`config.mk`:
```
export PLATFORM = sky130hd
export DESIGN_NAME = seven_seg_rx_flat
export DESIGN_NICKNAME = d
export VERILOG_FILES = /design/src/rtl/seven_seg_rx_if.sv /design/src/rtl/seven_seg_rx.sv /design/src/flat_wrapper.sv
export SDC_FILE = /design/constraint.sdc
export NUM_CORES = 1
export LEC_CHECK = 0
export ABC_AREA = 1
export BUFFER_PORTS_ARGS = -buffer_cell sky130_fd_sc_hd__buf_4
export CAP_MARGIN = 20
export CORE_ASPECT_RATIO = 0.6
export CORE_UTILIZATION = 60
export CTS_CLUSTER_SIZE = 24
export DETAILED_ROUTE_END_ITERATION = 10
export PLACE_DENSITY = 0.77
export SYNTH_ARGS = -nofsm -noshare
export SYNTH_HDL_FRONTEND = slang
export SYNTH_SLANG_ARGS = --single-unit
```
`constraint.sdc`:
```
create_clock -name clk -period 2.83 [get_ports clk]
set_clock_uncertainty 0.1 [all_clocks]
set_input_delay 0.1415 -clock clk [delete_from_list [all_inputs] [get_ports clk]]
set_output_delay 0.1415 -clock clk [all_outputs]
set_load 0.01 [all_outputs]
```
`src/rtl/seven_seg_rx_if.sv`:
```
// Multiplexed 7-segment display bus seen by seven_seg_rx: raw segment/select input and decoded byte outputs.
// master drives the display bus and observes results; slave is the receiver.
interface seven_seg_rx_if;
   logic [7:0] seg_in;
   logic [7:0] dout;
   logic       dout_valid;
   logic       seg_err;

   modport master (output seg_in, input dout, dout_valid, seg_err);
   modport slave  (input seg_in, output dout, dout_valid, seg_err);
endinterface

```
`src/rtl/seven_seg_rx.sv`:
```
// Recovers a byte from a 2-digit multiplexed 7-segment bus; latency SETTLE+3 edges from last bus change, no backpressure.
// Optional SEVEN_SEG_RX_DEDUP_EN suppresses frames equal to the last emitted byte.
module seven_seg_rx #(
   parameter int unsigned SETTLE = 4
) (
   input  logic          clk,
   input  logic          rst,
   seven_seg_rx_if.slave bus
);

   localparam logic [0:0] WAIT_MSB = 1'b0;
   localparam logic [0:0] WAIT_LSB = 1'b1;
   localparam logic [7:0] SETTLE_C = 8'(SETTLE);

   logic [7:0] sync1_q, sync2_q;
   logic [7:0] cnt_q, cnt_d;
   logic       done_q, done_d;
   logic       strobe;

   logic [0:0] state_q, state_d;
   logic [3:0] msb_q, msb_d;
   logic [7:0] dout_q, dout_d;
   logic       dv_q, dv_d;
   logic       err_q, err_d;

   logic [6:0] pat;
   logic [3:0] nib;
   logic       hit;
   logic       blank;
   logic       sel;
   logic       dup;

`ifdef SEVEN_SEG_RX_DEDUP_EN
   logic       have_q, have_d;
`endif

   // sync1 differing from sync2 means the synchronised value changes on this edge.
   // done_q starts set so the idle blank bus is not sampled straight out of reset.
   always_comb begin
      cnt_d  = cnt_q;
      done_d = done_q;
      strobe = 1'b0;
      if (sync1_q != sync2_q) begin
         cnt_d  = 8'd0;
         done_d = 1'b0;
      end else if (cnt_q != 8'hFF) begin
         cnt_d = cnt_q + 8'd1;
      end
      if (cnt_q == SETTLE_C && !done_q) begin
         strobe = 1'b1;
         if (sync1_q == sync2_q) begin
            done_d = 1'b1;
         end
      end
   end

   always_comb begin
      pat   = ~sync2_q[6:0];
      sel   = sync2_q[7];
      blank = (sync2_q[6:0] == 7'h7F);
      hit   = 1'b1;
      nib   = 4'h0;
      case (pat)
         7'h3F: nib = 4'h0;
         7'h06: nib = 4'h1;
         7'h5B: nib = 4'h2;
         7'h4F: nib = 4'h3;
         7'h66: nib = 4'h4;
         7'h6D: nib = 4'h5;
         7'h7D: nib = 4'h6;
         7'h07: nib = 4'h7;
         7'h7F: nib = 4'h8;
         7'h6F: nib = 4'h9;
         7'h77: nib = 4'hA;
         7'h7C: nib = 4'hB;
         7'h39: nib = 4'hC;
         7'h5E: nib = 4'hD;
         7'h79: nib = 4'hE;
         7'h71: nib = 4'hF;
         default: hit = 1'b0;
      endcase
   end

`ifdef SEVEN_SEG_RX_DEDUP_EN
   assign dup = have_q && ({msb_q, nib} == dout_q);
`else
   assign dup = 1'b0;
`endif

   always_comb begin
      state_d = state_q;
      msb_d   = msb_q;
      dout_d  = dout_q;
      dv_d    = 1'b0;
      err_d   = 1'b0;
`ifdef SEVEN_SEG_RX_DEDUP_EN
      have_d  = have_q;
`endif
      if (strobe && !blank) begin
         if (!hit) begin
            err_d   = 1'b1;
            msb_d   = 4'h0;
            state_d = WAIT_MSB;
         end else if (!sel) begin
            msb_d   = nib;
            state_d = WAIT_LSB;
         end else if (state_q == WAIT_LSB) begin
            state_d = WAIT_MSB;
            if (!dup) begin
               dout_d = {msb_q, nib};
               dv_d   = 1'b1;
`ifdef SEVEN_SEG_RX_DEDUP_EN
               have_d = 1'b1;
`endif
            end
         end
      end
   end

   always_ff @(posedge clk or posedge rst) begin
      if (rst) begin
         sync1_q <= 8'h7F;
         sync2_q <= 8'h7F;
         cnt_q   <= 8'd0;
         done_q  <= 1'b1;
         state_q <= WAIT_MSB;
         msb_q   <= 4'h0;
         dout_q  <= 8'h00;
         dv_q    <= 1'b0;
         err_q   <= 1'b0;
`ifdef SEVEN_SEG_RX_DEDUP_EN
         have_q  <= 1'b0;
`endif
      end else begin
         sync1_q <= bus.seg_in;
         sync2_q <= sync1_q;
         cnt_q   <= cnt_d;
         done_q  <= done_d;
         state_q <= state_d;
         msb_q   <= msb_d;
         dout_q  <= dout_d;
         dv_q    <= dv_d;
         err_q   <= err_d;
`ifdef SEVEN_SEG_RX_DEDUP_EN
         have_q  <= have_d;
`endif
      end
   end

   assign bus.dout       = dout_q;
   assign bus.dout_valid = dv_q;
   assign bus.seg_err    = err_q;

endmodule

```
`src/flat_wrapper.sv`:
```
// flat-port wrapper written by rule: the top's interface ports become plain ports
module seven_seg_rx_flat 
#(
   parameter int unsigned SETTLE = 4
)
  (clk, rst, bus_seg_in, bus_dout, bus_dout_valid, bus_seg_err);
  seven_seg_rx_if bus_i ();
  input  logic clk;
  input  logic rst;
  input wire logic [$bits(bus_i.seg_in)-1:0] bus_seg_in;
  output wire logic [$bits(bus_i.dout)-1:0] bus_dout;
  output wire logic [$bits(bus_i.dout_valid)-1:0] bus_dout_valid;
  output wire logic [$bits(bus_i.seg_err)-1:0] bus_seg_err;
  assign bus_i.seg_in = bus_seg_in;
  assign bus_dout = bus_i.dout;
  assign bus_dout_valid = bus_i.dout_valid;
  assign bus_seg_err = bus_i.seg_err;
  seven_seg_rx #(.SETTLE(SETTLE)) u_core (.clk(clk), .rst(rst), .bus(bus_i));
endmodule
```
* After elaboration in Yosys (flattened, before gate mapping)
Cells that the tools add are included.
** Storage, ports and cells
- Flip-flop bits (word level) :: 40
- Input port bits :: 10
- Logic and storage cells :: 59
** Cells by class
- Add/sub/neg operators :: 1
- Eq/ne operators :: 22
- Muxes and demuxes :: 18
- Bitwise gates (word level) :: 1
- Reductions and logical operators :: 8
** Operators by type and width (number)
- == test 7 bit (second input constant) :: 13
- one-hot mux 4 bit (15 select lines) :: 1
- 2-to-1 mux 8 bit :: 2
- OR reduction 16 bit :: 1
- == test 7 x 3 -> 1 bit (second input constant) :: 2
- == test 7 x 6 -> 1 bit (second input constant) :: 2
- 2-to-1 mux 1 bit :: 13
- adder 8 x 1 -> 8 bit (second input constant) :: 1
- == test 8 x 3 -> 1 bit (second input constant) :: 1
- == test 8 bit :: 1
- 2-to-1 mux 4 bit :: 2
- inequality test 8 bit :: 1
- inequality test 8 bit (second input constant) :: 1
- inverter 7 bit :: 1
- AND reduction 4 bit :: 1
- logical AND 1 bit :: 2
- logical NOT 1 bit :: 2
- inequality test 2 bit (second input constant) :: 1
- AND reduction 2 bit :: 1
- nonzero test 2 bit :: 1

* Logic depth before layout (Yosys ltp)
- Depth after elaboration :: 6
- Depth in mapped cells :: 12
- Depth with buffers taken out :: 11

* Worst setup path after synthesis
No wires, ideal clock.
- Path kind :: register to register
- Start :: reg u_core.sync2_q[6]
- End :: reg u_core.dout_q[2], in the netlist u_core.bus.dout[2]
- Library setup time :: 0.117 ns
- Data arrival time :: 1.479 ns
- Slack :: 1.134 ns
- Cell stages (with the launch flop) :: 12
- Path buffers :: 2
- Cell sequence :: dfstp_2 > buf_2 > nor2_1 > nand2_1 > inv_2 > nand2_1 > nand3_2 > nor2_4 > nand3_2 > buf_6 > nand4_1 > nand2_1
** On the way
- Word-level cells in the longest chain between the ends :: 5
- Elaborated cells between the ends (all ways) :: 24
- Those cells by class :: eq/ne (17); mux (2); bitwise (1); reduce/logical (4)
** RTL lines
- from (decl) :: RTL line seven_seg_rx.sv:15 : logic [7:0] sync1_q, sync2_q;
- from (signal assigned) :: RTL line seven_seg_rx.sv:136 : sync2_q <= sync1_q;
- inverter 7 bit :: RTL line seven_seg_rx.sv:58 : pat = ~sync2_q[6:0];
- == test 7 x 6 -> 1 bit (tied with other cells) :: RTL line seven_seg_rx.sv:63 : case (pat)
- OR reduction 16 bit (no source line)
- 2-to-1 mux 1 bit :: RTL line seven_seg_rx.sv:63
- AND reduction 4 bit (no source line)
- to (signal assigned) :: RTL line seven_seg_rx.sv:141 : dout_q <= dout_d;
- to (decl) :: RTL line seven_seg_rx.sv:22 : logic [7:0] dout_q, dout_d;
Several ways; a longest one is shown, not always the timed one.
A chain may end at the register's enable or synchronous reset.

* Worst setup path after layout
- Start :: reg u_core.cnt_q[0]
- End :: reg u_core.dout_q[3], in the netlist u_core.bus.dout[3]
** On the way
- Word-level cells in the longest chain between the ends :: 5
** RTL lines
- from (decl) :: RTL line seven_seg_rx.sv:16 : logic [7:0] cnt_q, cnt_d;
- from (signal assigned) :: RTL line seven_seg_rx.sv:137 : cnt_q <= cnt_d;
- == test 8 x 3 -> 1 bit :: RTL line seven_seg_rx.sv:49 : if (cnt_q == SETTLE_C && !done_q) begin
- logical AND 1 bit :: RTL line seven_seg_rx.sv:49
- 2-to-1 mux 1 bit :: RTL line seven_seg_rx.sv:49
- logical AND 1 bit :: RTL line seven_seg_rx.sv:99 : if (strobe && !blank) begin
- AND reduction 4 bit (no source line)
No other way between the ends.

==> reports/summary.txt <==
Outcome: completed
Gate power share: 7.6%
CORE AREA: 3040 µm²
Post-CTS setup buffers: 0
Post-synthesis simple-gate area fraction: 32.59%
Total CTS buffers: 5
Synth top area cells: dfrtp_1 31%, dfstp_2 19%, nand2_1 13%
Complex-gate fraction of the synthesized area: 4.506%
Slew HR: 67.52%
I/O Pins: 20
Final Hold Vio Count: 0
Final setup viols: 0
Initial Util: 66.67%
Max Buffers Root-to-Sink: 2
Mapped Nets: 262
Max stage delay on crit path: 0.43 ns
Clk pwr share: 36.5%
Largest net degree at the start of global routing: 41
#FFs+latches synth: 40
DR pass1 iterations: 5
Total GRT Usage: 27.21%
Post-synthesis mux area share: 0%
WS Path Type: register to register
Die ar.: 3622 µm²
Most Frequent Cell on Critical Path: nand2_1
Share of layout cells above drive strength 1: 20.49%
Initial antenna violation count: 0
PwrDens: 457.1 nW/µm²
Seq pwr share: 55.9%
Crit-path max FO: 11
Psw: 0.2669 mW
Clk_lat worst skew: 0.29 ns
Arrival time worst endpoint: 2.08 ns
CP max-delay cell: dfrtp_1
Main combinational cell family by area after synthesis: simple AND/OR/NAND/NOR gates
First-pass GRT wire length: 7176 µm
Gr ovfl total: 0
Setup TNS: 0 ns
Max Clk Rate: 0.5020 GHz
Hold WC Path Type: register to register
Adder-cell area share of the yosys netlist: 1.235%
Hold_buf cts: 9
DRT Wirelength: 4309 µm
Placed cells: 308
Final period util: 70.39%
DR vias: 1,736
Ys Warns: 0
CTS clk-pin slew, worst paths: 0.08 ns
I/O Buffers: 19
Iteration-0 DRC Markers: 186
CP startpoint kind: register
HPWL after detailed placement: 3002 µm
Reg2Reg Launch Point: u_core.cnt_q[0]
DIE HEIGHT: 47.02 µm
Internal Power: 0.8226 mW
Remaining DRCs: 0
Xor/xnor share of the synthesized area: 3.457%
Worst VDD drop: 0.3844 mV
Routability cong.: 0.8996
Final Critical Period: 1.992 ns
Num rows: 15
DR vias/cell: 5.342
Vias in the first global route: 1,558
Least-Margin Pin Slew: 0.4872 ns
Non-Filler Instances: 325
WP buf/inv: 2
Fillcell total: 219
Root buf cell: clkbuf_8
Final antenna-violating net count: 0
Family with the most delay on the worst path: simple AND/OR/NAND/NOR gates
P&R area growth vs syn: 17.59%
CP Depth: 9
Crit path from: u_core.cnt_q[0]
Die X: 77.04 µm
Post_cts resized: 0
Syn_area_per_cell: 8.108 µm²
Post-synthesis cell area: 2027 µm²
Clock sinks: 40
Routed len/inst: 13.26 µm
Hold path cells: 0
RSZ-0062 raised after global routing: false
Share of the yosys chip area belonging to registers: 50.31%
Worst R2R Path Depth: 9
Largest area contributor in the netlist: dfrtp_1
Critical path endpoint: u_core.bus.dout[3]
Layout Utilization: 78.40%
Max Cap Viol: 0
Fin nets: 294
Post-synth cell types: 29
CP endpoint kind: register
TritonCTS clock tree: done
H-tree depth: 2
R2R Setup Slk: 0.84 ns
Synth top area share: 30.86%
Pre-CTS WS: 0.8771 ns
Final setup margin: 0.8378 ns
LEAKAGE: 1.240 nW
Crit-path cells: inv_1 > ha_1 > nand3_1 > nor3_2 > nand2_1 > inv_1 > nand3_2 > nand2_1 > nand2_1
Worst Path Required: 2.92 ns
# diodes: 0
Switching Share: 24.50%
Reg2Reg Capture Point: u_core.bus.dout[3]
Slew Viols, Final: 0
Cell count after synthesis: 250
## worst min path at each step
stage                                  from                 to  slack, ns
final                     u_core.sync1_q[4]  u_core.sync2_q[4]       0.28
after global routing      u_core.sync1_q[4]  u_core.sync2_q[4]       0.28
after CTS                 u_core.sync1_q[1]  u_core.sync2_q[1]       0.27
after detailed placement      bus_seg_in[3]  u_core.sync1_q[3]       0.15
after global placement        bus_seg_in[1]  u_core.sync1_q[1]       0.15
after floorplan               bus_seg_in[0]  u_core.sync1_q[0]       0.05
## worst reg2reg max path, stage by stage, from the launching register on
cell     delay (ns)
dfrtp_1        0.43
inv_1          0.10
ha_1           0.14
nand3_1        0.10
nor3_2         0.21
nand2_1        0.13
inv_1          0.29
nand3_2        0.23
nand2_1        0.11
nand2_1        0.05
## cells by family (layout without fill, tap and decap cells)
logic type	after synthesis	after routing
XOR/XNOR	8	8
AO/OA/AOI/OAI	16	16
AND/OR/NAND/NOR	145	145
flip-flops	40	40
buffers and inverters	39	72
adder cells (fa/ha/maj)	2	2
## area by class of cell
type	instances	area, µm²	share of cell area, %
Clock buffer	6	82.58	3.465
Inverter	35	131.4	5.512
Timing Repair Buffer	29	240.2	10.08
Tap cell	42	52.55	2.205
Sequential cell	40	1020	42.78
Multi-Input combinational cell	171	847.1	35.54
Clock inverter	2	10.01	0.4199
## flip-flops by register name, summed over array words and instances (netlist names)
| signal | cells |
|---|---|
| u_core.bus.dout | 8 |
| u_core.bus.dout_valid | 1 |
| u_core.bus.seg_err | 1 |
| u_core.cnt_q | 8 |
| u_core.done_q | 1 |
| u_core.msb_q | 4 |
| u_core.state_q | 1 |
| u_core.sync1_q | 8 |
| u_core.sync2_q | 8 |
## power by group through the flow
stage	Sequential (mW)	Combinational (mW)	Clock [mW]
2_1_floorplan	0.612	0.0549	0
3_3_place_gp	0.618	0.0700	0
3_5_place_dp	0.619	0.0713	0
4_1_cts	0.608	0.0819	0.403
5_1_grt	0.611	0.0939	0.424
6_report	0.609	0.0833	0.397
## cell usage after synthesis (all sizes together)
library cell	number
nand3b	2
nand4	14
nand3	19
a21oi	6
ha	2
nand2	71
xnor2	8
nor2	34
dfstp	15
o21ai	5
a211oi	1
o21a	1
buf	4
and3	1
dfrtp	25
o31ai	2
nor3	4
a31oi	1
inv	34
clkinv	1
## layer usage
layer	GRT usage, %	wire length (µm)	vias to the layer above
li1	-	-	855
met1	39.88	2173	810
met2	40.71	1831	68
met3	6.019	278	3
met4	9.811	24	0
met5	0	0	-
## metrics by stage
stage               power (mW)  area [µm²]  hold slack (ns)
floorplan               0.6668        2027          0.04598
global placement        0.6876        2201           0.1494
detailed placement      0.6898        2201           0.1509
CTS                      1.093        2384           0.2722
global route             1.128        2384           0.2818
finish                   1.090        2384           0.2754
## cells in the final DEF (no fill, tap or decap), types with 2 or more instances in the layout
cell type	count
clkbuf_8	6
nand2_1	70
dlygate4sd3_1	9
ha_1	2
o31ai_1	2
a21oi_1	6
buf_4	20
nand3_1	15
inv_1	28
xnor2_1	8
o21ai_1	2
nor3_1	2
nand3_2	4
nand3b_1	2
nor3_2	2
inv_2	6
clkinv_2	2
nor2_1	32
dfstp_2	15
nand4_1	14
o21ai_0	3
dfrtp_1	25
Power figures use the tool's default switching activity.
